==> src/rtl/fifo_fft_framer_if.sv <==
// fifo_fft_framer_if
// Streaming source bus carrying scaled samples from the framer to the FFT sink.
// Signals:
//   src_data  - scaled sample
//   src_valid - src_data/src_sop/src_eop are valid
//   src_ready - sink accepts the beat when valid and ready are high at a rising edge
//   src_sop   - beat is the first sample of a frame
//   src_eop   - beat is the last sample of a frame
// Modports: master = framer (source side), slave = FFT core (sink side).
interface fifo_fft_framer_if #(
  parameter int OUT_WIDTH = 16
);
  logic [OUT_WIDTH-1:0] src_data;
  logic                 src_valid;
  logic                 src_ready;
  logic                 src_sop;
  logic                 src_eop;

  modport master (
    output src_data,
    output src_valid,
    output src_sop,
    output src_eop,
    input  src_ready
  );

  modport slave (
    input  src_data,
    input  src_valid,
    input  src_sop,
    input  src_eop,
    output src_ready
  );
endinterface

==> src/rtl/fifo_fft_framer.sv <==
// fifo_fft_framer
// Read-side consumer of the audio clock-crossing FIFO (CLK_50 domain). Pulls one
// signed sample at a time, scales it from DATA_WIDTH to OUT_WIDTH and streams it
// out as frames of FRAME_LEN samples with sop/eop markers.
// Optional build macro: FRAMER_ROUND_EN selects round-half-up with positive
// saturation instead of plain truncation when DATA_WIDTH > OUT_WIDTH.
// Ports:
//   CLK_50       - system clock, rising edge
//   reset        - asynchronous, active-low reset
//   fifo_empty   - FIFO empty flag
//   fifo_data    - FIFO read data, valid the cycle after fifo_read_en
//   fifo_read_en - single-cycle read pulse per sample
//   enable       - allows a new frame to start (sampled at frame boundaries only)
//   src          - streaming source bus (master modport)
//   frame_done   - one-cycle pulse after the eop beat is accepted
//   frames_out   - wrapping count of completed frames
module fifo_fft_framer #(
  parameter int DATA_WIDTH = 24,
  parameter int OUT_WIDTH  = 16,
  parameter int FRAME_LEN  = 1024,
  parameter int CNT_WIDTH  = 10
) (
  input  logic                  CLK_50,
  input  logic                  reset,
  input  logic                  fifo_empty,
  input  logic [DATA_WIDTH-1:0] fifo_data,
  output logic                  fifo_read_en,
  input  logic                  enable,
  fifo_fft_framer_if.master     src,
  output logic                  frame_done,
  output logic [15:0]           frames_out
);

  localparam int                   SHIFT    = DATA_WIDTH - OUT_WIDTH;
  localparam logic [CNT_WIDTH-1:0] LAST_IDX = CNT_WIDTH'(FRAME_LEN - 1);

  typedef enum logic [1:0] {S_IDLE, S_READ, S_WAIT, S_OUT} state_t;

  state_t               state;
  state_t               state_next;
  logic [CNT_WIDTH-1:0] idx;
  logic [OUT_WIDTH-1:0] scaled;
  logic [OUT_WIDTH-1:0] data_q;
  logic                 sop_q;
  logic                 eop_q;
  logic                 valid_c;
  logic                 beat_accepted;

  // Sample scaling from the FIFO width down to the stream width.
  generate
    if (SHIFT == 0) begin : g_pass
      assign scaled = fifo_data;
    end else begin : g_scale
`ifdef FRAMER_ROUND_EN
      // Adding the first dropped bit can only overflow upward from the most
      // positive value, so saturation only has to clamp to the positive max.
      logic [OUT_WIDTH:0] rounded;
      assign rounded = {fifo_data[DATA_WIDTH-1], fifo_data[DATA_WIDTH-1:SHIFT]}
                     + {{OUT_WIDTH{1'b0}}, fifo_data[SHIFT-1]};
      assign scaled  = (rounded[OUT_WIDTH] != rounded[OUT_WIDTH-1])
                     ? {1'b0, {(OUT_WIDTH-1){1'b1}}}
                     : rounded[OUT_WIDTH-1:0];
`else
      assign scaled = fifo_data[DATA_WIDTH-1:SHIFT];
`endif
    end
  endgenerate

  // State register.
  always_ff @(posedge CLK_50 or negedge reset) begin
    if (!reset) begin
      state <= S_IDLE;
    end else begin
      state <= state_next;
    end
  end

  // Next-state logic. enable only gates the start of a frame (idx == 0); once a
  // frame has begun it runs to completion regardless of enable.
  always_comb begin
    state_next = state;
    case (state)
      S_IDLE:  if (!fifo_empty && ((idx != '0) || enable)) state_next = S_READ;
      S_READ:  state_next = S_WAIT;
      S_WAIT:  state_next = S_OUT;
      S_OUT:   if (src.src_ready) state_next = S_IDLE;
      default: state_next = S_IDLE;
    endcase
  end

  // Outputs decoded directly from the state.
  always_comb begin
    fifo_read_en = 1'b0;
    valid_c      = 1'b0;
    case (state)
      S_READ:  fifo_read_en = 1'b1;
      S_OUT:   valid_c      = 1'b1;
      default: ;
    endcase
  end

  assign beat_accepted = valid_c & src.src_ready;

  // Output beat register: captured while the FIFO data is valid and held
  // unchanged through any backpressure until the beat is accepted.
  always_ff @(posedge CLK_50 or negedge reset) begin
    if (!reset) begin
      data_q <= '0;
      sop_q  <= 1'b0;
      eop_q  <= 1'b0;
    end else if (state == S_WAIT) begin
      data_q <= scaled;
      sop_q  <= (idx == '0);
      eop_q  <= (idx == LAST_IDX);
    end
  end

  // Sample index and frame bookkeeping, advanced only on accepted beats.
  always_ff @(posedge CLK_50 or negedge reset) begin
    if (!reset) begin
      idx        <= '0;
      frame_done <= 1'b0;
      frames_out <= '0;
    end else begin
      frame_done <= beat_accepted & eop_q;
      if (beat_accepted) begin
        idx <= (idx == LAST_IDX) ? '0 : idx + CNT_WIDTH'(1);
        if (eop_q) begin
          frames_out <= frames_out + 16'd1;
        end
      end
    end
  end

  assign src.src_data  = data_q;
  assign src.src_valid = valid_c;
  assign src.src_sop   = sop_q;
  assign src.src_eop   = eop_q;

endmodule

==> src/flat_wrapper.sv <==
// flat-port wrapper written by rule: the top's interface ports become plain ports
module fifo_fft_framer_flat 
#(
  parameter int DATA_WIDTH = 24,
  parameter int OUT_WIDTH  = 16,
  parameter int FRAME_LEN  = 1024,
  parameter int CNT_WIDTH  = 10
)
  (CLK_50, reset, fifo_empty, fifo_data, fifo_read_en, enable, frame_done, frames_out, src_src_data, src_src_valid, src_src_sop, src_src_eop, src_src_ready);
  fifo_fft_framer_if #(.OUT_WIDTH(OUT_WIDTH)) src_i ();
  input  logic CLK_50;
  input  logic reset;
  input  logic fifo_empty;
  input  logic [DATA_WIDTH-1:0] fifo_data;
  output logic fifo_read_en;
  input  logic enable;
  output logic frame_done;
  output logic [15:0] frames_out;
  output wire logic [$bits(src_i.src_data)-1:0] src_src_data;
  output wire logic [$bits(src_i.src_valid)-1:0] src_src_valid;
  output wire logic [$bits(src_i.src_sop)-1:0] src_src_sop;
  output wire logic [$bits(src_i.src_eop)-1:0] src_src_eop;
  input wire logic [$bits(src_i.src_ready)-1:0] src_src_ready;
  assign src_src_data = src_i.src_data;
  assign src_src_valid = src_i.src_valid;
  assign src_src_sop = src_i.src_sop;
  assign src_src_eop = src_i.src_eop;
  assign src_i.src_ready = src_src_ready;
  fifo_fft_framer #(.DATA_WIDTH(DATA_WIDTH), .OUT_WIDTH(OUT_WIDTH), .FRAME_LEN(FRAME_LEN), .CNT_WIDTH(CNT_WIDTH)) u_core (.CLK_50(CLK_50), .reset(reset), .fifo_empty(fifo_empty), .fifo_data(fifo_data), .fifo_read_en(fifo_read_en), .enable(enable), .src(src_i), .frame_done(frame_done), .frames_out(frames_out));
endmodule
==> config.mk <==
export PLATFORM = sky130hd
export DESIGN_NAME = fifo_fft_framer_flat
export DESIGN_NICKNAME = d
export VERILOG_FILES = /design/src/rtl/fifo_fft_framer_if.sv /design/src/rtl/fifo_fft_framer.sv /design/src/flat_wrapper.sv
export SDC_FILE = /design/constraint.sdc
export NUM_CORES = 1
export LEC_CHECK = 0
export CAP_MARGIN = 15
export CORE_AREA = 2 2 80 59
export CTS_BUF_LIST = sky130_fd_sc_hd__clkbuf_4
export DETAILED_ROUTE_END_ITERATION = 8
export DIE_AREA = 0 0 82 61
export PLACE_DENSITY = 0.92
export SLEW_MARGIN = 20
export SYNTH_ARGS = -nofsm -noshare
export SYNTH_HDL_FRONTEND = slang
export SYNTH_SLANG_ARGS = --single-unit
==> constraint.sdc <==
create_clock -name CLK_50 -period 2.2 [get_ports CLK_50]
set_input_delay 0.33 -clock CLK_50 [delete_from_list [all_inputs] [get_ports CLK_50]]
set_output_delay 0.33 -clock CLK_50 [all_outputs]
set_load 0.02 [all_outputs]
==> summary.md, run 1 <==
| Metric | Value |
|---|---|
| Slew @ Worst Pin | 578 ps |
| Filler cells | around 330 |
| Initial DRC count | 60 |
| Clk buf depth | 2 |
| Wire per inst | approximately 15 µm |
| Worst vdd ir | 0.000749 V |
| Die height | about 61 µm |
| Area grow syn2layout | 35.2% |
| Final #Nets | 274 |
| Post-DP HPWL | between 3000 and 4000 µm |
| Core Area | 4200 µm² |
| Site Rows | 20 |
| Critical path required time | approximately 1900 ps |
| Adder-Cell Fraction of Synth Area | 4.71% |
| Buffers added on ports | 57 |
| RePlAce Congestion | 0.898 |
| Slew HR | 61.4% |
| CP startpoint kind | register |
| Ys flop type | dfrtp_1 |
| Min cycle time layout | between 2000 and 2500 ps |
| Setup_tns | 0 ps |
| Routed WL | around 4300 µm |
| Synth top area share | around 55% |
| Initial core utilization | roughly half |
| Synth area leader | dfrtp_1 |
| Hold buffer count at CTS | 0 |
| TritonCTS Buffers | 5 |
| Compound-cell area share of the yosys netlist | just under 3% |
| Hold Path Class | in2async |
| Crit path arrival time | around 1700 ps |
| Synth Register Bits | between 40 and 50 |
| Final Slew Violations | 0 |
| Top cells by count, synth | dfrtp_1, mux2_2, nand2_1, xnor2_1, xor2_1 |
| Asr flop ratio synth | 100% |
| Power density cells | between 1000 and 1500 nW/µm² |
| Post-Synth XOR/XNOR Area | between 8 and 9% |
| Pin count of the biggest net entering global routing | between 40 and 50 |
| Peak Freq | 488 MHz |
| Die W | between 80 and 90 µm |
| Storage element area | between 1000 and 1500 µm² |
| Final Total Pwr | 3120 µW |
| Mapped Nets | about 210 |
| Share of layout cells above drive strength 1 | 15.1% |
| Status | complete, no violations |
| Post-Syn Area | approximately 2100 µm² |
| Critical Path Sink Type | output pin |
| CTS tree | done |
| Post-Synthesis Cells | approximately 170 |
| Setup repair bufs after CTS | 0 |
| Clock root buffer | clkbuf_4 |
| Htree depth | 2 |
| CTS resizes | 0 |
| Register area share after synthesis | 55.4% |
| Post-Route Skew | approximately 13 ps |
| Multi-input gate area | 892 µm² |
| Final period utilization | roughly 93% |
| Maxcap violations | 0 |
| Total global routing overflow | 0 |
| Final setup violation count | 0 |
| Count leader, synth | dfrtp_1 |
| DRC | 0 |
| Top Ports | 66 |
| Main combinational cell family by area after synthesis | simple AND/OR/NAND/NOR gates |
| First-pass GRT wire length | 7060 µm |
| Design area | approximately 2900 µm² |
| Number of global-route vias before repair | ~1,500 |
| Pre-antenna DRT Iters | 6 |
| Clk slew on worst S/H paths | 150 ps |
| Crit Path Class | reg2out |
| Top cells by area, synth | dfrtp_1, mux2_2, ha_1 |
| Clk Latency, worst-skew pair | around 360 ps |
| Post-Synth Simple-Gate Area | roughly 15% |
| Crit-path max FO | 6 |
| Netlist cell types | 31 |
| Placed Area | 2760 µm² |
| Vias | approximately 1,500 |
| Antenna diodes | 0 |
| Mux cell area share after synthesis | 11.0% |
| Yosys warning total | 0 |
| Unrepaired setup endpoints after global routing | no |
| # clock sinks | 47 |
| Via density | 5.15 |
| Synth Area per Inst | 12.2 µm² |
| GRT Total Usage | around a fifth |
| Final Hold Viols | 0 |
| Number of flops mapped to enable cells by yosys | 0 |
| Static Leak | around 0.0013 µW |
| Die area | approximately 5000 µm² |
| Initial antenna violation count | 0 |
| Post-route ant nets | 0 |
==> cell usage in the layout, fill, tap and decap left out <==
master and count:
nand4_1 3, ha_1 8, nand2b_1 1, a31oi_1 2, or3_1 1, nor4_1 1, buf_4 4, bufinv_16 2
nand4_4 2, and2_1 1, o21ai_0 3, nor2_1 7, o21ai_1 1, xor2_1 9, mux2_2 19, nand2_1 16
and3_1 3, and4_1 2, and4_4 1, nand3_1 8, nor3_1 6, xnor2_1 11, nand4b_1 1, inv_8 1
inv_1 8, clkbuf_4 5, clkdlybuf4s50_1 56, a22oi_1 1, buf_2 1, o31ai_1 1, dfrtp_1 47, mux2i_1 2
a21oi_1 3, nor4_4 1
==> critical path, stage by stage (launching register included) <==
cell,delay [ps]
dfrtp_1,420
ha_1,290
clkdlybuf4s50_1,650
==> logic make-up after synthesis <==
family / Yosys count
mux: 21
flops: 47
buf+inv: 13
compound gates: 11
simple gates: 54
fa+ha+maj: 8
xor+xnor: 20
==> metal layers <==
metal | track usage, % | vias to the layer above | part of all wire (%)
met3 | 4.61 | 9 | 5.7
met2 | 35.1 | 57 | 51
met1 | 22.1 | 717 | 42
li1 | - | 725 | -
met4 | 7.62 | 0 | 1.3
met5 | 0 | - | 0
==> area by class of cell <==
type	instances	area share (%)
inverter	8	1.05
multi-input combinational	114	31.1
clock buffer	5	1.31
sequential	47	41.0
clock inverter	3	2.48
timing repair buffer	61	20.7
tap	55	2.40
==> state kept, by name (all words and copies together), names as in the netlist <==
signal and cells:
u_core.state 2, u_core.src.src_sop 1, u_core.src.src_data 16, u_core.src.src_eop 1, u_core.frames_out 16, u_core.idx 10, u_core.frame_done 1
==> report_power, final <==
part           leakage (µW)  internal, µW  switching, µW
clock network     0.0000573           362            292
logic              0.000645           651            586
registers          0.000598          1080            145
==> stage by stage <==
stage	hold WS (ps)	utilization, %	instances	worst slack [ps]
6_report	34.6	68.3	293	152
5_1_grt	43.5	68.3	293	54.6
4_1_cts	46.2	68.3	293	142
3_5_place_dp	455	65.7	285	276
3_3_place_gp	449	65.7	285	342
2_1_floorplan	34.4	-	174	595
==> worst paths after layout <==
check                                                   from                                 to  slack [ps]  cells past startpoint
max                              u_core.state[1]$_DFFE_PN0P_                      src_src_valid         150                      2
min                                                    reset        u_core.frame_done$_DFF_PN0_          30                      2
max reg2reg                      u_core.state[1]$_DFFE_PN0P_   u_core.frames_out[7]$_DFFE_PN0P_         400                      5
min reg2reg                u_core.frames_out[15]$_DFFE_PN0P_  u_core.frames_out[15]$_DFFE_PN0P_         490                      1
max in group asynchronous                              reset   u_core.frames_out[0]$_DFFE_PN0P_        1770                      2
min in group CLK_50        u_core.frames_out[15]$_DFFE_PN0P_  u_core.frames_out[15]$_DFFE_PN0P_         490                      1
Note: power is estimated with default switching activity, not from simulation.
==> run 2, diff against run 1 <==
--- a/config.mk
+++ b/config.mk
@@ -15,3 +15,4 @@
 export SYNTH_ARGS = -nofsm -noshare
 export SYNTH_HDL_FRONTEND = slang
 export SYNTH_SLANG_ARGS = --single-unit
+export TNS_END_PERCENT = 50
==> results of run 2 <==
Final layout, timing and power as in run 1 (identical DEF).
==> run 3, diff against run 2 <==
--- a/config.mk
+++ b/config.mk
@@ -6,11 +6,11 @@
 export NUM_CORES = 1
 export LEC_CHECK = 0
 export CAP_MARGIN = 15
-export CORE_AREA = 2 2 80 59
-export CTS_BUF_LIST = sky130_fd_sc_hd__clkbuf_4
+export CORE_AREA = 2 2 81 60
+export CTS_BUF_LIST = sky130_fd_sc_hd__clkbuf_16
 export DETAILED_ROUTE_END_ITERATION = 8
-export DIE_AREA = 0 0 82 61
-export PLACE_DENSITY = 0.92
+export DIE_AREA = 0 0 83 62
+export PLACE_DENSITY = 0.89
 export SLEW_MARGIN = 20
 export SYNTH_ARGS = -nofsm -noshare
 export SYNTH_HDL_FRONTEND = slang
==> summary.md, run 3 (synthesis results as in run 1) <==
| Metric | Value |
|---|---|
| Die W | between 80 and 90 µm |
| Crit path arrival time | about 1600 ps |
| Htree depth | 2 |
| Filler cells | around 340 |
| CTS tree | done |
| Post-Route Skew | ~5.1 ps |
| Top Ports | 66 |
| Initial core utilization | 47.3% |
| Number of global-route vias before repair | between 1,500 and 2,000 |
| Clock root buffer | clkbuf_16 |
| Die height | between 60 and 70 µm |
| TritonCTS Buffers | 5 |
| Status | complete, no violations |
| Maxcap violations | 0 |
| Min cycle time layout | between 1500 and 2000 ps |
| RePlAce Congestion | around 0.9 |
| Via density | a little over 5 |
| Worst setup margin | roughly 240 ps |
| CP Cell Sequence | ha_1, clkdlybuf4s50_1 |
| Buffers added on ports | 57 |
| Initial antenna violation count | 0 |
| Final setup violation count | 0 |
| Core Area | ~4500 µm² |
| Placed Area | 2760 µm² |
| Final #Nets | 274 |
| FF-to-FF setup slack | 380 ps |
| Wire per inst | between 10 and 15 µm |
| Area grow syn2layout | 36.9% |
| Slew HR | 74.6% |
| Storage element area | 1180 µm² |
| CP Buf/Inv Count | 1 |
| Crit Path Class | reg2out |
| Post-route ant nets | 0 |
| Slowest CP cell | clkdlybuf4s50_1 |
| Critical path depth in cells | 2 |
| CP Capture Point | src_src_valid |
| # clock sinks | 47 |
| Slew @ Worst Pin | 380 ps |
| Final Slew Violations | 0 |
| Most frequent cells in the layout | clkdlybuf4s50_1, dfrtp_1, mux2_2 |
| Worst reg2reg endpoint | u_core.frames_out[11]$_DFFE_PN0P_ |
| Power density cells | 1090 nW/µm² |
| Peak Freq | 510 MHz |
| Initial DRC count | 60 |
| Post-DP HPWL | between 3000 and 4000 µm |
| Clk slew on worst S/H paths | roughly 60 ps |
| Unrepaired setup endpoints after global routing | no |
| Commonest non-fill, non-tap cell in the layout | clkdlybuf4s50_1 |
| Worst r2r src | u_core.state[1]$_DFFE_PN0P_ |
| Hold Path Class | reg2reg |
| DRC | 0 |
| Critical Path Start | u_core.state[1]$_DFFE_PN0P_ |
| Final Hold Viols | 0 |
| Hold WS | approximately 470 ps |
| Share of layout cells above drive strength 1 | 13.9% |
| Clk Latency, worst-skew pair | between 200 and 300 ps |
| Pre-antenna DRT Iters | 4 |
| Final Util | 64.7% |
| Top delay family on crit path | buffers and inverters |
| Antenna diodes | 0 |
| Crit-path max FO | 6 |
| Design area | a little under 3000 µm² |
| Worst vdd ir | ~0.00084 V |
| Critical Path Sink Type | output pin |
| Cells on worst reg2reg path | 5 |
| Clk buf depth | 2 |
| Final period utilization | 89.2% |
| Routed WL | ~4200 µm |
| Die area | ~5100 µm² |
| Setup_tns | 0 ps |
| Pin count of the biggest net entering global routing | 20 |
| Site Rows | 21 |
| Setup repair bufs after CTS | 0 |
| Total global routing overflow | 0 |
| Multi-input gate area | ~890 µm² |
| GRT Total Usage | about 18% |
| First-pass GRT wire length | roughly 7200 µm |
| Critical path required time | 1870 ps |
| CP max stage delay | 650 ps |
| Setup WS pre-CTS | around 190 ps |
| Vias | 1,532 |
| Static Leak | about 0.0013 µW |
| CP startpoint kind | register |
-- run 3: through the flow --
stage / cells / total power (µW)
after floorplan: 174 / 1950
final: 295 / 3180
after global placement: 286 / 2430
after CTS: 295 / 3210
after detailed placement: 286 / 2480
after global routing: 295 / 3370
-- run 3: area by class of cell --
cell class,count,area share (%)
Multi-Input combinational cell,114,30.7
Clock buffer,5,4.30
Tap cell,57,2.45
Clock inverter,3,0.559
Inverter,8,1.03
Timing Repair Buffer,61,20.6
Sequential cell,47,40.4
-- run 3: how the worst min path moves through the flow --
stage	cells after the start	endpoint	slack (ps)	startpoint
after floorplan	0	u_core.frame_done$_DFF_PN0_	30	reset
after global placement	1	u_core.src.src_data[1]$_DFFE_PN0P_	270	reset
after detailed placement	1	u_core.src.src_data[4]$_DFFE_PN0P_	270	reset
after CTS	1	u_core.frames_out[15]$_DFFE_PN0P_	480	u_core.frames_out[15]$_DFFE_PN0P_
after global routing	1	u_core.frames_out[15]$_DFFE_PN0P_	500	u_core.frames_out[15]$_DFFE_PN0P_
final	1	u_core.frames_out[15]$_DFFE_PN0P_	470	u_core.frames_out[15]$_DFFE_PN0P_
-- run 3: metal layers --
metal  part of all wire [%]  vias to the layer above  global-route usage, %  wire (µm)
li1                       -                      727                      -          -
met1                     44                      741                   21.8       1850
met2                     49                       54                   32.6       2070
met3                    5.1                       10                   4.10        215
met4                    1.2                        0                   5.85         51
met5                      0                        -                      0          0
-- run 3: power by group --
| group | leakage [µW] | internal (µW) | switching [µW] |
|---|---|---|---|
| Sequential | 0.000598 | 1090 | 152 |
| Clock | 0.0000726 | 415 | 302 |
| Combinational | 0.000644 | 647 | 578 |
-- run 3: timing repair --
action,CTS,global route
hold endpoints to repair,16,0
resized for setup,0,0
hold buffers,1,0
